==> src/rtl/ahb_pkg.sv <==
// Shared AHB-Lite encodings and arbiter definitions.
// Latency: n/a (types, constants and one pure function).
// Backpressure: n/a.
// Contents: HTRANS/HBURST/HRESP encodings, arbiter state type, burst length helper.
package ahb_pkg;

    typedef enum logic [1:0] {
        TRANS_IDLE   = 2'b00,
        TRANS_BUSY   = 2'b01,
        TRANS_NONSEQ = 2'b10,
        TRANS_SEQ    = 2'b11
    } htrans_e;

    typedef enum logic [2:0] {
        BURST_SINGLE = 3'b000,
        BURST_INCR   = 3'b001,
        BURST_WRAP4  = 3'b010,
        BURST_INCR4  = 3'b011,
        BURST_WRAP8  = 3'b100,
        BURST_INCR8  = 3'b101,
        BURST_WRAP16 = 3'b110,
        BURST_INCR16 = 3'b111
    } hburst_e;

    typedef enum logic [1:0] {
        RESP_OKAY  = 2'b00,
        RESP_ERROR = 2'b01,
        RESP_RETRY = 2'b10,
        RESP_SPLIT = 2'b11
    } hresp_e;

    typedef enum logic [1:0] {
        ST_ARB    = 2'b00,
        ST_BURST  = 2'b01,
        ST_LOCKED = 2'b10
    } arb_state_e;

    localparam int BEAT_CNT_WIDTH = 4;

    // Beats remaining after the NONSEQ beat of a fixed-length burst.
    // Zero means "not a fixed-length burst" (SINGLE or undefined INCR).
    function automatic logic [BEAT_CNT_WIDTH-1:0] burst_beats_m1(input logic [2:0] hburst);
        logic [BEAT_CNT_WIDTH-1:0] beats;
        beats = '0;
        case (hburst)
            BURST_WRAP4,  BURST_INCR4:  beats = 4'd3;
            BURST_WRAP8,  BURST_INCR8:  beats = 4'd7;
            BURST_WRAP16, BURST_INCR16: beats = 4'd15;
            default:                    beats = '0;
        endcase
        return beats;
    endfunction

endpackage

==> src/rtl/ahb_rr_picker.sv <==
// Round-robin winner search starting one past ptr, wrapping modulo num_masters.
// Latency: purely combinational.
// Backpressure: none; ports are req (request vector), ptr (last winner),
// idx (winner index, 0 when none) and none (no request bit set).
module ahb_rr_picker #(
    parameter int NUM_MASTERS = 4,
    parameter int MIDX_WIDTH  = 2
) (
    input  logic [NUM_MASTERS-1:0] req,
    input  logic [MIDX_WIDTH-1:0]  ptr,
    output logic [MIDX_WIDTH-1:0]  idx,
    output logic                   none
);

    int cand;

    // Offsets 1..NUM_MASTERS visit every master once, with ptr itself last,
    // so a sole requester that already owns the bus re-wins immediately.
    always_comb begin
        idx  = '0;
        none = 1'b1;
        cand = 0;
        for (int off = 1; off <= NUM_MASTERS; off++) begin
            cand = int'(ptr) + off;
            if (cand >= NUM_MASTERS) begin
                cand = cand - NUM_MASTERS;
            end
            if (none && req[cand[MIDX_WIDTH-1:0]]) begin
                idx  = cand[MIDX_WIDTH-1:0];
                none = 1'b0;
            end
        end
    end

endmodule

==> src/rtl/ahb_bus_arbiter.sv <==
// Round-robin AHB-Lite bus arbiter with fixed-burst and locked-sequence tracking.
// Latency: grant/HMASTER registered, one HCLK after the deciding edge; HMASTER_DATA lags HMASTER by one accepted edge.
// Backpressure: every state update is qualified by HREADY; with HREADY low all state holds.
// Ports: HCLK/HRESET (sync, active-high); HBUSREQ/HLOCK per master; HTRANS/HBURST/HREADY/HRESP
// observed on the shared bus; HGRANT (one-hot), HMASTER, HMASTER_DATA, HMASTLOCK registered outputs.
module ahb_bus_arbiter
    import ahb_pkg::*;
#(
    parameter int NUM_MASTERS = 4,
    parameter int MIDX_WIDTH  = 2
) (
    input  logic                   HCLK,
    input  logic                   HRESET,
    input  logic [NUM_MASTERS-1:0] HBUSREQ,
    input  logic [NUM_MASTERS-1:0] HLOCK,
    input  logic [1:0]             HTRANS,
    input  logic [2:0]             HBURST,
    input  logic                   HREADY,
    input  logic [1:0]             HRESP,
    output logic [NUM_MASTERS-1:0] HGRANT,
    output logic [MIDX_WIDTH-1:0]  HMASTER,
    output logic [MIDX_WIDTH-1:0]  HMASTER_DATA,
    output logic                   HMASTLOCK
);

    localparam logic [NUM_MASTERS-1:0] GRANT_ONE = NUM_MASTERS'(1);

    arb_state_e                state, state_nxt;
    logic [BEAT_CNT_WIDTH-1:0] beat_cnt, beat_nxt;
    logic [MIDX_WIDTH-1:0]     rr_ptr, rr_nxt;
    logic [MIDX_WIDTH-1:0]     owner_nxt;
    logic                      lock_nxt;

    logic [MIDX_WIDTH-1:0]     pick_idx;
    logic                      pick_none;
    logic [MIDX_WIDTH-1:0]     winner;

    logic                      owner_lock;
    logic [BEAT_CNT_WIDTH-1:0] start_len;
    logic                      fixed_start;
    logic                      run_rules;
    logic                      rearb;

    ahb_rr_picker #(
        .NUM_MASTERS (NUM_MASTERS),
        .MIDX_WIDTH  (MIDX_WIDTH)
    ) u_picker (
        .req  (HBUSREQ),
        .ptr  (rr_ptr),
        .idx  (pick_idx),
        .none (pick_none)
    );

    // Park on master 0 when nobody requests.
    assign winner      = pick_none ? '0 : pick_idx;
    assign owner_lock  = HLOCK[HMASTER];
    assign start_len   = burst_beats_m1(HBURST);
    assign fixed_start = (HTRANS == TRANS_NONSEQ) && (start_len != '0);

    always_comb begin
        state_nxt = state;
        beat_nxt  = beat_cnt;
        owner_nxt = HMASTER;
        lock_nxt  = HMASTLOCK;
        rr_nxt    = rr_ptr;
        run_rules = 1'b0;
        rearb     = 1'b0;

        if (HREADY) begin
            case (state)
                ST_ARB: begin
                    run_rules = 1'b1;
                end

                ST_BURST: begin
                    if (HTRANS == TRANS_SEQ) begin
                        // Final beat accepted: hand over on this same edge unless
                        // the owner is also asking for a locked sequence.
                        if (beat_cnt <= 4'd1) begin
                            beat_nxt = '0;
                            if (owner_lock) begin
                                state_nxt = ST_LOCKED;
                                lock_nxt  = 1'b1;
                            end else begin
                                state_nxt = ST_ARB;
                                rearb     = 1'b1;
                            end
                        end else begin
                            beat_nxt = beat_cnt - 4'd1;
                        end
                    end else if (HTRANS != TRANS_BUSY) begin
                        // IDLE or NONSEQ ends the burst early (e.g. after an
                        // ERROR); the new transfer is judged as if in ARB.
                        beat_nxt  = '0;
                        state_nxt = ST_ARB;
                        run_rules = 1'b1;
                    end
                end

                ST_LOCKED: begin
                    if (!owner_lock && (HTRANS != TRANS_SEQ) && (HTRANS != TRANS_BUSY)) begin
                        lock_nxt  = 1'b0;
                        state_nxt = ST_ARB;
                        beat_nxt  = '0;
                        rearb     = 1'b1;
                    end else if (fixed_start) begin
                        // Bursts inside a locked sequence are counted but the
                        // lock alone decides when ownership is released.
                        beat_nxt = start_len;
                    end else if ((HTRANS == TRANS_SEQ) && (beat_cnt != '0)) begin
                        beat_nxt = beat_cnt - 4'd1;
                    end
                end

                default: begin
                    state_nxt = ST_ARB;
                    beat_nxt  = '0;
                    lock_nxt  = 1'b0;
                end
            endcase

            if (run_rules) begin
                if (fixed_start) begin
                    beat_nxt  = start_len;
                    state_nxt = ST_BURST;
                end else if (owner_lock && (HTRANS != TRANS_IDLE)) begin
                    lock_nxt  = 1'b1;
                    state_nxt = ST_LOCKED;
                end else begin
                    rearb = 1'b1;
                end
            end

            if (rearb) begin
                owner_nxt = winner;
                if (winner != HMASTER) begin
                    rr_nxt = winner;
                end
            end
        end
    end

    always_ff @(posedge HCLK) begin
        if (HRESET) begin
            state        <= ST_ARB;
            beat_cnt     <= '0;
            rr_ptr       <= '0;
            HGRANT       <= GRANT_ONE;
            HMASTER      <= '0;
            HMASTER_DATA <= '0;
            HMASTLOCK    <= 1'b0;
        end else if (HREADY) begin
            state        <= state_nxt;
            beat_cnt     <= beat_nxt;
            rr_ptr       <= rr_nxt;
            HGRANT       <= GRANT_ONE << owner_nxt;
            HMASTER      <= owner_nxt;
            HMASTER_DATA <= HMASTER;
            HMASTLOCK    <= lock_nxt;
        end
    end

endmodule

==> config.mk <==
export PLATFORM = sky130hd
export DESIGN_NAME = ahb_bus_arbiter
export DESIGN_NICKNAME = d
export VERILOG_FILES = /design/src/rtl/ahb_pkg.sv /design/src/rtl/ahb_rr_picker.sv /design/src/rtl/ahb_bus_arbiter.sv
export SDC_FILE = /design/constraint.sdc
export NUM_CORES = 1
export LEC_CHECK = 0
export ABC_CLOCK_PERIOD_IN_PS = 6000
export CORE_MARGIN = 3
export CORE_UTILIZATION = 55
export DETAILED_ROUTE_END_ITERATION = 8
export GPL_TIMING_DRIVEN = 0
export PLACE_DENSITY = 0.84
export SLEW_MARGIN = 20
export SYNTH_ARGS = -nofsm -noshare
export SYNTH_HDL_FRONTEND = slang
export SYNTH_SLANG_ARGS = --single-unit
==> constraint.sdc <==
create_clock -name HCLK -period 6 [get_ports HCLK]
set_input_delay 1.5 -clock HCLK [delete_from_list [all_inputs] [get_ports HCLK]]
set_output_delay 1.5 -clock HCLK [all_outputs]
set_load 0.05 [all_outputs]
Word-level counts from Yosys, hierarchy flattened
Cells that the tools add are included.
- $add $sub $neg: 9
- $lt $le $gt $ge: 10
- equal/unequal tests: 13
- shift-type cells: 1
- muxes and demuxes: 65
- reduce and logical (&&, ||, !) cells: 17
- operators with widths (operator ; count):
    2-to-1 mux 2 bit ; 19
    2-to-1 mux 4 bit ; 8
    2-to-1 mux 1 bit ; 27
    one-hot mux 4 bit (3 select lines) ; 2
    < comparator 2 x 3 -> 1 bit (second input constant) ; 5
    == test 3 bit (second input constant) ; 4
    binary-select mux 1 bit (select 2 bit) ; 5
    greater-or-equal comparator 3 bit (second input constant) ; 3
    logical AND 1 bit ; 8
    nonzero test 4 bit ; 2
    subtractor 2 x 1 -> 2 bit (second input constant) ; 4
    adder 2 x 2 -> 3 bit (second input constant) ; 2
    == test 2 bit (second input constant) ; 3
    == test 3 x 2 -> 1 bit (second input constant) ; 2
    one-hot mux 2 bit (3 select lines) ; 1
    OR reduction 2 bit ; 3
    adder 2 x 3 -> 4 bit (second input constant) ; 1
    greater-or-equal comparator 4 x 3 -> 1 bit (second input constant) ; 1
    <= comparator 4 x 1 -> 1 bit (second input constant) ; 1
    one-hot mux 1 bit (2 select lines) ; 2
    << shifter 1 x 2 -> 4 bit (first input constant) ; 1
    subtractor 4 x 1 -> 4 bit (second input constant) ; 1
    adder 2 x 1 -> 3 bit (second input constant) ; 1
    one-hot mux 1 bit (3 select lines) ; 1
    other kinds (8) ; 8
- register bits after elaboration: 17
- input bits: 18
- logic and storage cells: 122

Logic depth before layout (Yosys ltp)
Gate-level depths: netlist (run 1).
- depth in word-level cells: 16
- gate-level depth with buffers: 9

Cells and area by module
Synthesis (run 1) repeated with hierarchy kept, for this count alone.
- cells, all modules: 182
- area total of the unflattened synthesis: 1462.7 µm²
- by module, submodules not included (module ; times used ; cells an instance ; area each (µm²) ; sequential area each (µm²)):
    ahb_bus_arbiter ; 1 ; 169 ; 1382.6 ; 340.3
    ahb_rr_picker ; 1 ; 13 ; 80.1 ; 0.0

Least setup slack after synthesis (run 1)
Ideal clock, no wire load.
- path type: input to register
- start point: in HLOCK[3]
- end point: reg rr_ptr[0]
- library setup time: 95 ps
- arrival: 3029 ps
- required time: 5905 ps
- path slack: 2875 ps
- cell stages on the path: 7
- buffers on the path: 1
- cell sequence: mux4_2 -> a21boi_1 -> o32ai_2 -> buf_6 -> nand3_2 -> o31a_1 -> o311ai_1
- word-level cells in the longest chain between the ends: 12
- RTL lines (what ; line ; RTL):
    start, declared ; ahb_bus_arbiter.sv:15 ; input logic [NUM_MASTERS-1:0] HLOCK,
    binary-select mux 1 bit (select 2 bit) * ; ahb_bus_arbiter.sv:56 ; assign owner_lock = HLOCK[HMASTER];
    2-to-1 mux 1 bit (not written as such) * ; ahb_bus_arbiter.sv:56 ;
    zero test 1 bit ; ahb_bus_arbiter.sv:101 ; if (!owner_lock && (HTRANS != TRANS_SEQ) && (HTRANS != TRANS_BUSY)) begin
    logical AND 1 bit (2 in series) ; ahb_bus_arbiter.sv:101 ;
    2-to-1 mux 1 bit ; ahb_bus_arbiter.sv:101 ;
    one-hot mux 1 bit (2 select lines) ; ahb_bus_arbiter.sv:70 ; case (state)
    2-to-1 mux 1 bit ; ahb_bus_arbiter.sv:126 ; end else if (owner_lock && (HTRANS != TRANS_IDLE)) begin
    2-to-1 mux 1 bit ; ahb_bus_arbiter.sv:123 ; if (fixed_start) begin
    2-to-1 mux 1 bit * ; ahb_bus_arbiter.sv:122 ; if (run_rules) begin
    2-to-1 mux 1 bit * ; ahb_bus_arbiter.sv:69 ; if (HREADY) begin
    AND reduction 3 bit (no line) * ; - ;
    end signal, assigned ; ahb_bus_arbiter.sv:155 ; rr_ptr <= rr_nxt;
    end, declared ; ahb_bus_arbiter.sv:30 ; logic [MIDX_WIDTH-1:0] rr_ptr, rr_nxt;
Mark *: on every way between the ends. The rest lies on a longest branch, timed or not. The select of a mux whose other input is x is not followed.
A chain may end at the register's enable or synchronous reset.

Worst setup path after layout (run 1)
- start point: in HTRANS[0]
- end point: reg beat_cnt[3]
- word-level cells in the longest chain between the ends: 8
- RTL lines (what ; line ; RTL):
    start, declared ; ahb_bus_arbiter.sv:16 ; input logic [1:0] HTRANS,
    == test 2 bit ; ahb_bus_arbiter.sv:76, ahb_bus_arbiter.sv:110 ;
    logical AND 1 bit ; ahb_bus_arbiter.sv:110 ; end else if ((HTRANS == TRANS_SEQ) && (beat_cnt != '0)) begin
    2-to-1 mux 4 bit ; ahb_bus_arbiter.sv:110 ;
    2-to-1 mux 4 bit ; ahb_bus_arbiter.sv:106 ; end else if (fixed_start) begin
    2-to-1 mux 4 bit ; ahb_bus_arbiter.sv:101 ;
    one-hot mux 4 bit (3 select lines) ; ahb_bus_arbiter.sv:70 ;
    2-to-1 mux 4 bit ; ahb_bus_arbiter.sv:123 ;
    2-to-1 mux 4 bit * ; ahb_bus_arbiter.sv:122 ;
    end signal, assigned ; ahb_bus_arbiter.sv:154 ; beat_cnt <= beat_nxt;
    end, declared ; ahb_bus_arbiter.sv:29 ; logic [BEAT_CNT_WIDTH-1:0] beat_cnt, beat_nxt;
Marks and branches as above.

==> flow_summary.yaml, run 1 <==
setup_path:
  cp.required_ps: 6210
  path_cells: "clkdlybuf4s50_1, clkbuf_1, and2_1, o311ai_0, nor3b_1, a21oi_1, a21o_1, a311oi_1"
  critPathArrivalTime_ps: 3750
  end_kind: "flip-flop"
  critPathKind: "primary input to flip-flop"
  critPathLaunchType: "primary input"
  critPathMaxFanout: 10
  cp_slowest_cell: "clkdlybuf4s50_1"
  cp_slowest_stage_delay_ps: 490
final_layout:
  fillers: 189
  stdcell_area_mm2: 0.00168
  drive_gt1_share_pct: 6.25
  area.growth.synth_to_final_pct: 21.0
  n_antenna_cell: 0
  final_nets: 234
global_routing:
  track_usage_pct: 22.6
  grt_pass1_wl_mm: 5.92
  grt_pass1_vias: 1323
  antenna_found_initial: 0
  grt.overflow.total: 0
  grt_max_degree: 11
floorplan:
  fp.coreArea_mm2: 0.00230
  die_w_um: 56.2
  rows: 17
  fp.dieH_um: 56.2
  start_util_pct: 60.4
  io_pins: 27
  die_area_mm2: 0.00316
hold_path:
  hold_path.class: "flip-flop to flip-flop"
place:
  hpwlAfterDp_mm: 2.71
  portBuffers: 23
  pre_cts_ws_ps: 2200
  place.gp.congestion: 0.964
  place_area_mm2: 0.00165
logic_synthesis:
  synth_common_cells: "nor2_1 (21), dfxtp_1 (17), nand2_1 (14)"
  synth.avg_cell_area_um2: 7.67
  ys.flop_type: "dfxtp_1"
  ys_top_cells_by_area: "dfxtp_1 (25%), ha_1 (6.3%), nor2_1 (5.7%)"
  synth.net_count: 206
  synthMostInstantiatedCell: "nor2_1"
  synth-seq-area-share_pct: 24.5
  synth_edf_count: 0
  synthDominantCellAreaShare_pct: 24.5
  yosysUniqueCellTypes: 52
  ys_ff_latch: 17
  syn-instance-count: 181
  yosysWarnings: 0
  ys_async_sr_fraction_pct: 0
  syn_area_mm2: 0.00139
  yosysTopAreaCell: "dfxtp_1"
pwr:
  p_int_uw: 242
  p_comb_share_pct: 50.6
  clockPowerShare_pct: 14.7
  p_switching_uw: 172
  seqPwrFrac_pct: 34.8
  vdd_drop_max_uv: 235
  swShare_pct: 41.5
  power_leakage_nw: 0.608
  power_uw: 414
  power_density_mw_per_mm2: 246
detailed_routing:
  routedWlPerCell_um: 14.8
  wl_met2_mm: 1.54
  first_pass_iters: 4
  drc: 0
  drt_iter0_drc: 83
  met3_length_um: 291
  ant_nets: 0
  vias: 1480
  wl_mm: 3.50
  top_layer: "met4"
  met1Wirelength_mm: 1.65
  via_per_inst: 6.27
clock_network:
  clk_pin_slew_ps: 100
  cts_setup_buffers: 0
  cts_tree: "yes"
  cts.repair.resized: 0
  cts_made_buffers: 3
  root_buffer: "clkbuf_4"
  cts_max_level: 1
  clkLatencyLatePin_ps: 290
  cts.sinks: 17
  cts_buffer_depth: 2
  ctsHoldBuffers: 0
flow_run:
  drv_cap: 0
timing:
  period_needed_ps: 3550
  finalSetupViolCount: 0
  hold_viol: 0
  fin_ws_ps: 2450
  min_period_over_period_pct: 59.1
  slew_headroom_pct: 33.0
  finalSetupTns_ps: 0
  fmax_mhz: 282
  tightest_slew_ps: 993
  rsz0062_at_grt: "no"
  slew_violations: 0
  finalClockSkew_ps: 5.10
  finalHoldWorstSlack_ps: 486
outcome:
  status: "finished clean"
## power groups by stage
stage	sequential (mW)	combinational, mW	clock, mW
2_1_floorplan	0.165	0.131	0
3_3_place_gp	0.144	0.200	0
3_5_place_dp	0.146	0.206	0
4_1_cts	0.143	0.207	0.0624
5_1_grt	0.146	0.231	0.0678
6_report	0.144	0.209	0.0606
## cells in the final DEF, fill, tap and decap left out, types with 7 or more instances in the layout
cell type        count
a21oi_1              8
clkdlybuf4s50_1     23
dfxtp_1             17
ha_1                 7
inv_1                9
nand2_1             14
nor2_1              21
nor3_1               7
o21ai_0             10
## stage by stage
step	instances	util [%]
5_1_grt	236	73.1
3_5_place_dp	232	71.9
2_1_floorplan	181	-
4_1_cts	236	73.1
3_3_place_gp	232	71.9
6_report	236	73.1
## final timing paths
path | startpoint | to | slack [ps] | depth (start not counted)
min reg2reg | HGRANT[3] | HGRANT[3] | 490 | 2
min | HGRANT[3] | HGRANT[3] | 490 | 2
max reg2reg | beat_cnt[0] | beat_cnt[3] | 3600 | 8
max | HTRANS[0] | beat_cnt[3] | 2450 | 8
## state kept, by name (all words and copies together) (netlist names)
name and count:
HGRANT 4, rr_ptr 2, HMASTER_DATA 2, HMASTLOCK 1, state 2, beat_cnt 4
HMASTER 2
## per-layer routing
| layer | vias to the layer above | GRT usage, % |
|---|---|---|
| met4 | 0 | 5.76 |
| li1 | 733 | - |
| met2 | 64 | 33.9 |
| met3 | 4 | 4.87 |
| met1 | 679 | 32.4 |
| met5 | - | 0 |
## layout make-up
class | count | area (um2) | area share [%]
buffer | 10 | 53.8 | 3.20
clock buffer | 4 | 26.3 | 1.56
inverter | 9 | 33.8 | 2.01
multi-input combinational | 145 | 960 | 57.2
sequential | 17 | 340 | 20.3
tap | 28 | 35.0 | 2.09
timing repair buffer | 23 | 230 | 13.7
## worst max-delay path: cells and delay by family
family                 cells  cell delay, ps
AOI/OAI and AO/OA          4             860
buffers and inverters      2             810
and+or+nand+nor            2             580
## logic make-up after synthesis
group / count (synthesis) / synth area share [%]
multiplexers: 5 / 4.60
flip-flops: 17 / 24.5
XOR/XNOR: 2 / 1.26
adder cells (fa/ha/maj): 7 / 6.31
buffers and inverters: 19 / 6.31
AND/OR/NAND/NOR: 73 / 26.9
AO/OA/AOI/OAI: 58 / 30.1
(Power assumes the default switching activity.)
==> run 2: changes to the inputs <==
- ABC_CLOCK_PERIOD_IN_PS: 6000 -> 3600
- CORE_UTILIZATION: 55 -> 51
- PLACE_DENSITY: 0.84 -> 0.79
- clock period: 6 -> 3.6 ns (I/O delays scaled with it)
==> run 2 against run 1 <==
Die area is 7.0% higher; count of clock-buffer cells in the layout stayed put; sequential power is 67% higher; sequential share of layout area hardly changed; via count is 1.4% lower; cell area is 0.15% higher; cell count is 0.85% higher; utilization is 6.4 points lower; non-clock buffer count stayed put; setup slack worse by 1800 ps; register-to-register slack worse by 2400 ps; clock skew is 8.1 ps higher; largest power group unchanged.
==> flow_summary.yaml, run 2 (synthesis gave the netlist of run 1 again) <==
outcome:
  status: "finished clean"
setup_path:
  startpoint: "HTRANS[0]"
  critPathLaunchType: "primary input"
  r2r_start: "HMASTER[0]"
  end_kind: "flip-flop"
  critPathArrivalTime_ps: 3110
  critPathMaxFanout: 10
  critPathKind: "primary input to flip-flop"
  cp.required_ps: 3810
  r2r_cells: 8
final_layout:
  area.growth.synth_to_final_pct: 21.2
  layout_commonest_cell: "clkdlybuf4s50_1"
  n_antenna_cell: 0
  reg_top3: "HGRANT (4), beat_cnt (4)"
  drive_gt1_share_pct: 6.25
  regArea_um2: 340
  multi_input_area_um2: 960
  fillers: 219
  final_cell_mix: "clkdlybuf4s50_1 (23), nor2_1 (21), dfxtp_1 (17)"
  final_nets: 234
  post-route-util_pct: 66.7
global_routing:
  grt_pass1_wl_mm: 6.20
  antenna_found_initial: 0
  grt_pass1_vias: 1390
  grt.overflow.total: 0
  grt_max_degree: 11
  track_usage_pct: 23.3
clock_network:
  root_buffer: "clkbuf_4"
  clk_pin_slew_ps: 110
  ctsHoldBuffers: 0
  cts_tree: "yes"
  cts.sinks: 17
  cts_setup_buffers: 0
  cts.repair.resized: 0
  cts_made_buffers: 3
  clkLatencyLatePin_ps: 300
  cts_buffer_depth: 2
  cts_max_level: 1
hold_path:
  holdPathStages: 2
  hold_path.class: "flip-flop to flip-flop"
  min_from: "HGRANT[3]"
floorplan:
  rows: 18
  io_pins: 27
  die_area_mm2: 0.00338
  fp.dieH_um: 58.2
  fp.coreArea_mm2: 0.00252
  start_util_pct: 55.0
  die_w_um: 58.2
detailed_routing:
  routedWlPerCell_um: 15.2
  ant_nets: 0
  wl_mm: 3.62
  drc: 0
  drt_iter0_drc: 89
  via_per_inst: 6.13
  vias: 1460
  first_pass_iters: 5
timing:
  min_period_over_period_pct: 80.6
  rsz0062_at_grt: "no"
  period_needed_ps: 2900
  finalSetupViolCount: 0
  finalSetupTns_ps: 0
  finalClockSkew_ps: 13.2
  slew_violations: 0
  tightest_slew_ps: 754
  fmax_mhz: 345
  hold_viol: 0
  slew_headroom_pct: 48.9
pwr:
  p_int_uw: 403
  swShare_pct: 41.9
  vdd_drop_max_uv: 377
  seqPwrFrac_pct: 34.6
  power_leakage_nw: 0.611
  p_switching_uw: 291
  clockPowerShare_pct: 15.1
  p_comb_share_pct: 50.3
  power_density_mw_per_mm2: 413
flow_run:
  drv_cap: 0
place:
  place.gp.congestion: 0.921
  hpwlAfterDp_mm: 2.82
  portBuffers: 23
==> run 2: cell counts in the layout (fill, tap and decap cells not counted) <==
Identical to the previous run, type by type.
==> run 2: final cells by class <==
class | count | share of cell area, %
multi-input combinational | 145 | 57.1
sequential | 17 | 20.2
timing repair buffer | 23 | 13.7
buffer | 10 | 3.20
tap | 30 | 2.23
inverter | 9 | 2.01
clock buffer | 4 | 1.56
==> run 2: per-stage QoR <==
step	total power, mW	std cells	area, um2	hold slack [ps]	worst slack (ps)
6_report	0.694	238	1680	491	699
5_1_grt	0.743	238	1680	519	537
4_1_cts	0.692	238	1680	493	595
3_5_place_dp	0.587	234	1660	471	266
3_3_place_gp	0.576	234	1660	460	371
2_1_floorplan	0.493	181	1390	517	1080
==> run 2: final timing paths <==
path	to	slack, ps
max reg2reg	rr_ptr[0]	1250
min	HGRANT[3]	490
min reg2reg	HGRANT[3]	490
max	beat_cnt[3]	700
==> run 2: critical path, cell delays in order <==
cell	delay (ps)
clkdlybuf4s50_1	480
clkbuf_1	320
and2_1	300
o311ai_1	270
o21ai_0	260
a21oi_1	100
a21o_1	200
a311oi_1	270
==> run 2: per-layer routing <==
| metal | wire length, um | part of all wire, % | GRT usage (%) | vias to the layer above |
|---|---|---|---|---|
| met4 | 25 | 0.69 | 5.30 | 0 |
| li1 | - | - | - | 730 |
| met3 | 266 | 7.3 | 5.35 | 4 |
| met1 | 1670 | 46 | 32.7 | 673 |
| met2 | 1660 | 46 | 36.5 | 53 |
| met5 | 0 | 0 | 0 | - |
==> run 2: power groups by stage <==
stage / logic (mW) / clock network [mW] / registers, mW
floorplan: 0.218 / 0 / 0.275
global placement: 0.335 / 0 / 0.241
detailed placement: 0.343 / 0 / 0.244
CTS: 0.345 / 0.107 / 0.240
global route: 0.384 / 0.114 / 0.245
finish: 0.349 / 0.105 / 0.240
==> run 3: changes to the inputs <==
- ABC_CLOCK_PERIOD_IN_PS: 3600 -> 2450
- CORE_UTILIZATION: 51 -> 46
- PLACE_DENSITY: 0.79 -> 0.75
- clock period: 3.6 -> 2.45 ns (I/O delays scaled with it)
==> run 3 against run 2 <==
Global-route usage down 1.2 points; cell count increased by 2.1%; first-iteration DRC count rose by 11%; setup slack worse by 620 ps; sequential cell count unchanged; hold slack worse by 3.7 ps; non-clock buffer count rose by 4; total power grew 54%; highest routed layer unchanged.
==> flow_summary.yaml, run 3 (synthesis gave the netlist of run 1 again) <==
timing:
  fin_ws_ps: 84.1
  rsz0062_at_grt: "yes"
  period_needed_ps: 2370
  hold_viol: 0
  finalSetupViolCount: 0
  tightest_slew_ps: 882
  min_period_over_period_pct: 96.6
  finalClockSkew_ps: 0.874
  slew_headroom_pct: 40.2
  slew_violations: 0
  fmax_mhz: 423
clock_network:
  cts_made_buffers: 3
  cts.sinks: 17
  cts_max_level: 1
  cts_tree: "yes"
  clk_pin_slew_ps: 100
  clkLatencyLatePin_ps: 290
  cts_buffer_depth: 2
  ctsHoldBuffers: 0
  root_buffer: "clkbuf_4"
setup_path:
  regToRegSetupSlack_ps: 170
  startpoint: "HLOCK[3]"
  critPathMaxFanout: 4
  critical_path_buf_inv_count: 2
  path_cells: "clkdlybuf4s50_1, mux4_2, a21boi_1, o32ai_4, buf_6, nand3_2, o31a_1, o311ai_1"
  critPathKind: "primary input to flip-flop"
  cp_top_family: "compound AO/OA/AOI/OAI gates"
  r2r_start: "beat_cnt[0]"
  cp_slowest_stage_delay_ps: 490
  critPathLaunchType: "primary input"
  reg2reg_to: "HGRANT[1]"
  cp.required_ps: 2660
  critPathArrivalTime_ps: 2570
  end_kind: "flip-flop"
  r2r_cells: 10
  cp_slowest_cell: "mux4_2"
final_layout:
  final_cell_mix: "clkdlybuf4s50_1 (23), nor2_1 (19), dfxtp_1 (16)"
  final_nets: 238
  layout_commonest_cell: "clkdlybuf4s50_1"
  post-route-util_pct: 62.6
  reg_top3: "HGRANT (4), beat_cnt (4)"
  n_antenna_cell: 0
  instances_no_fill: 243
  drive_gt1_share_pct: 11.3
  area.growth.synth_to_final_pct: 26.6
floorplan:
  die_area_mm2: 0.00371
  io_pins: 27
  start_util_pct: 49.5
  fp.dieH_um: 60.9
  fp.coreArea_mm2: 0.00281
  rows: 19
  die_w_um: 60.9
global_routing:
  grt_pass1_vias: 1414
  grt.overflow.total: 0
  grt_max_degree: 11
  track_usage_pct: 22.1
  antenna_found_initial: 0
  grt_pass1_wl_mm: 6.30
detailed_routing:
  wl_mm: 3.84
  ant_nets: 0
  vias: 1548
  first_pass_iters: 4
  drc: 0
  via_per_inst: 6.37
  routedWlPerCell_um: 15.8
  drt_iter0_drc: 99
place:
  pre_cts_ws_ps: -464
  hpwlAfterDp_mm: 2.81
  dp.cells: 235
  portBuffers: 23
  place.gp.congestion: 0.942
pwr:
  power_density_mw_per_mm2: 610
  p_int_uw: 618
  vdd_drop_max_uv: 484
  p_switching_uw: 453
  seqPwrFrac_pct: 33.1
  power_leakage_nw: 0.635
  p_comb_share_pct: 52.2
  clockPowerShare_pct: 14.7
  swShare_pct: 42.3
hold_path:
  hold_path.class: "flip-flop to flip-flop"
  min_from: "HGRANT[3]"
  holdPathStages: 2
  holdPathEnd: "HGRANT[3]"
outcome:
  status: "finished clean"
flow_run:
  drv_cap: 0
run 3: metrics by stage:
stage | cell area (um2) | total power [mW] | TNS [ps] | hold slack [ps]
final | 1760 | 1.07 | 0 | 488
after global routing | 1760 | 1.14 | -38.3 | 514
after CTS | 1720 | 1.05 | -34.3 | 493
after detailed placement | 1660 | 0.867 | -3520 | 473
after global placement | 1660 | 0.847 | -2910 | 458
after floorplan | 1390 | 0.726 | 0 | 517
run 3: worst register-to-register path, delay by kind of cell (launching register included):
kind / cells / cell delay (ps)
AOI/OAI and AO/OA: 4 / 640
DFF: 1 / 440
and+or+nand+nor: 2 / 440
buffers and inverters: 3 / 420
adders and majority gates: 1 / 260
run 3: worst max path at each step:
stage | end | slack, ps | depth (start not counted)
final | rr_ptr[0] | 80 | 8
after floorplan | rr_ptr[0] | 80 | 8
after detailed placement | beat_cnt[3] | -460 | 8
after CTS | rr_ptr[0] | -10 | 8
after global routing | HGRANT[1] | -40 | 9
after global placement | beat_cnt[3] | -430 | 8
run 3: power groups by stage:
| stage | combinational, mW | sequential, mW | clock, mW |
|---|---|---|---|
| 4_1_cts | 0.534 | 0.352 | 0.160 |
| 6_report | 0.559 | 0.354 | 0.158 |
| 3_3_place_gp | 0.493 | 0.354 | 0 |
| 3_5_place_dp | 0.509 | 0.358 | 0 |
| 2_1_floorplan | 0.321 | 0.405 | 0 |
| 5_1_grt | 0.612 | 0.359 | 0.168 |
run 3: what timing repair did:
| action | in CTS | in global routing |
|---|---|---|
| gates resized for setup | 3 | 9 |
| setup buffers | 4 | 0 |
| pin swaps | 2 | 1 |
| setup endpoints to repair | 3 | 6 |
run 3: per-layer routing:
layer	GRT usage, %	vias up	wire length [um]
li1	-	740	-
met1	29.9	740	1710
met2	35.7	64	1830
met3	5.53	4	256
met4	4.64	0	40
met5	0	-	0
run 3: area by class of cell:
class,count,area (um2)
multi-input combinational,145,998
sequential,17,342
buffer,10,57.6
timing repair buffer,27,260
tap,31,38.8
inverter,9,33.8
fill,239,1050
clock buffer,4,26.3
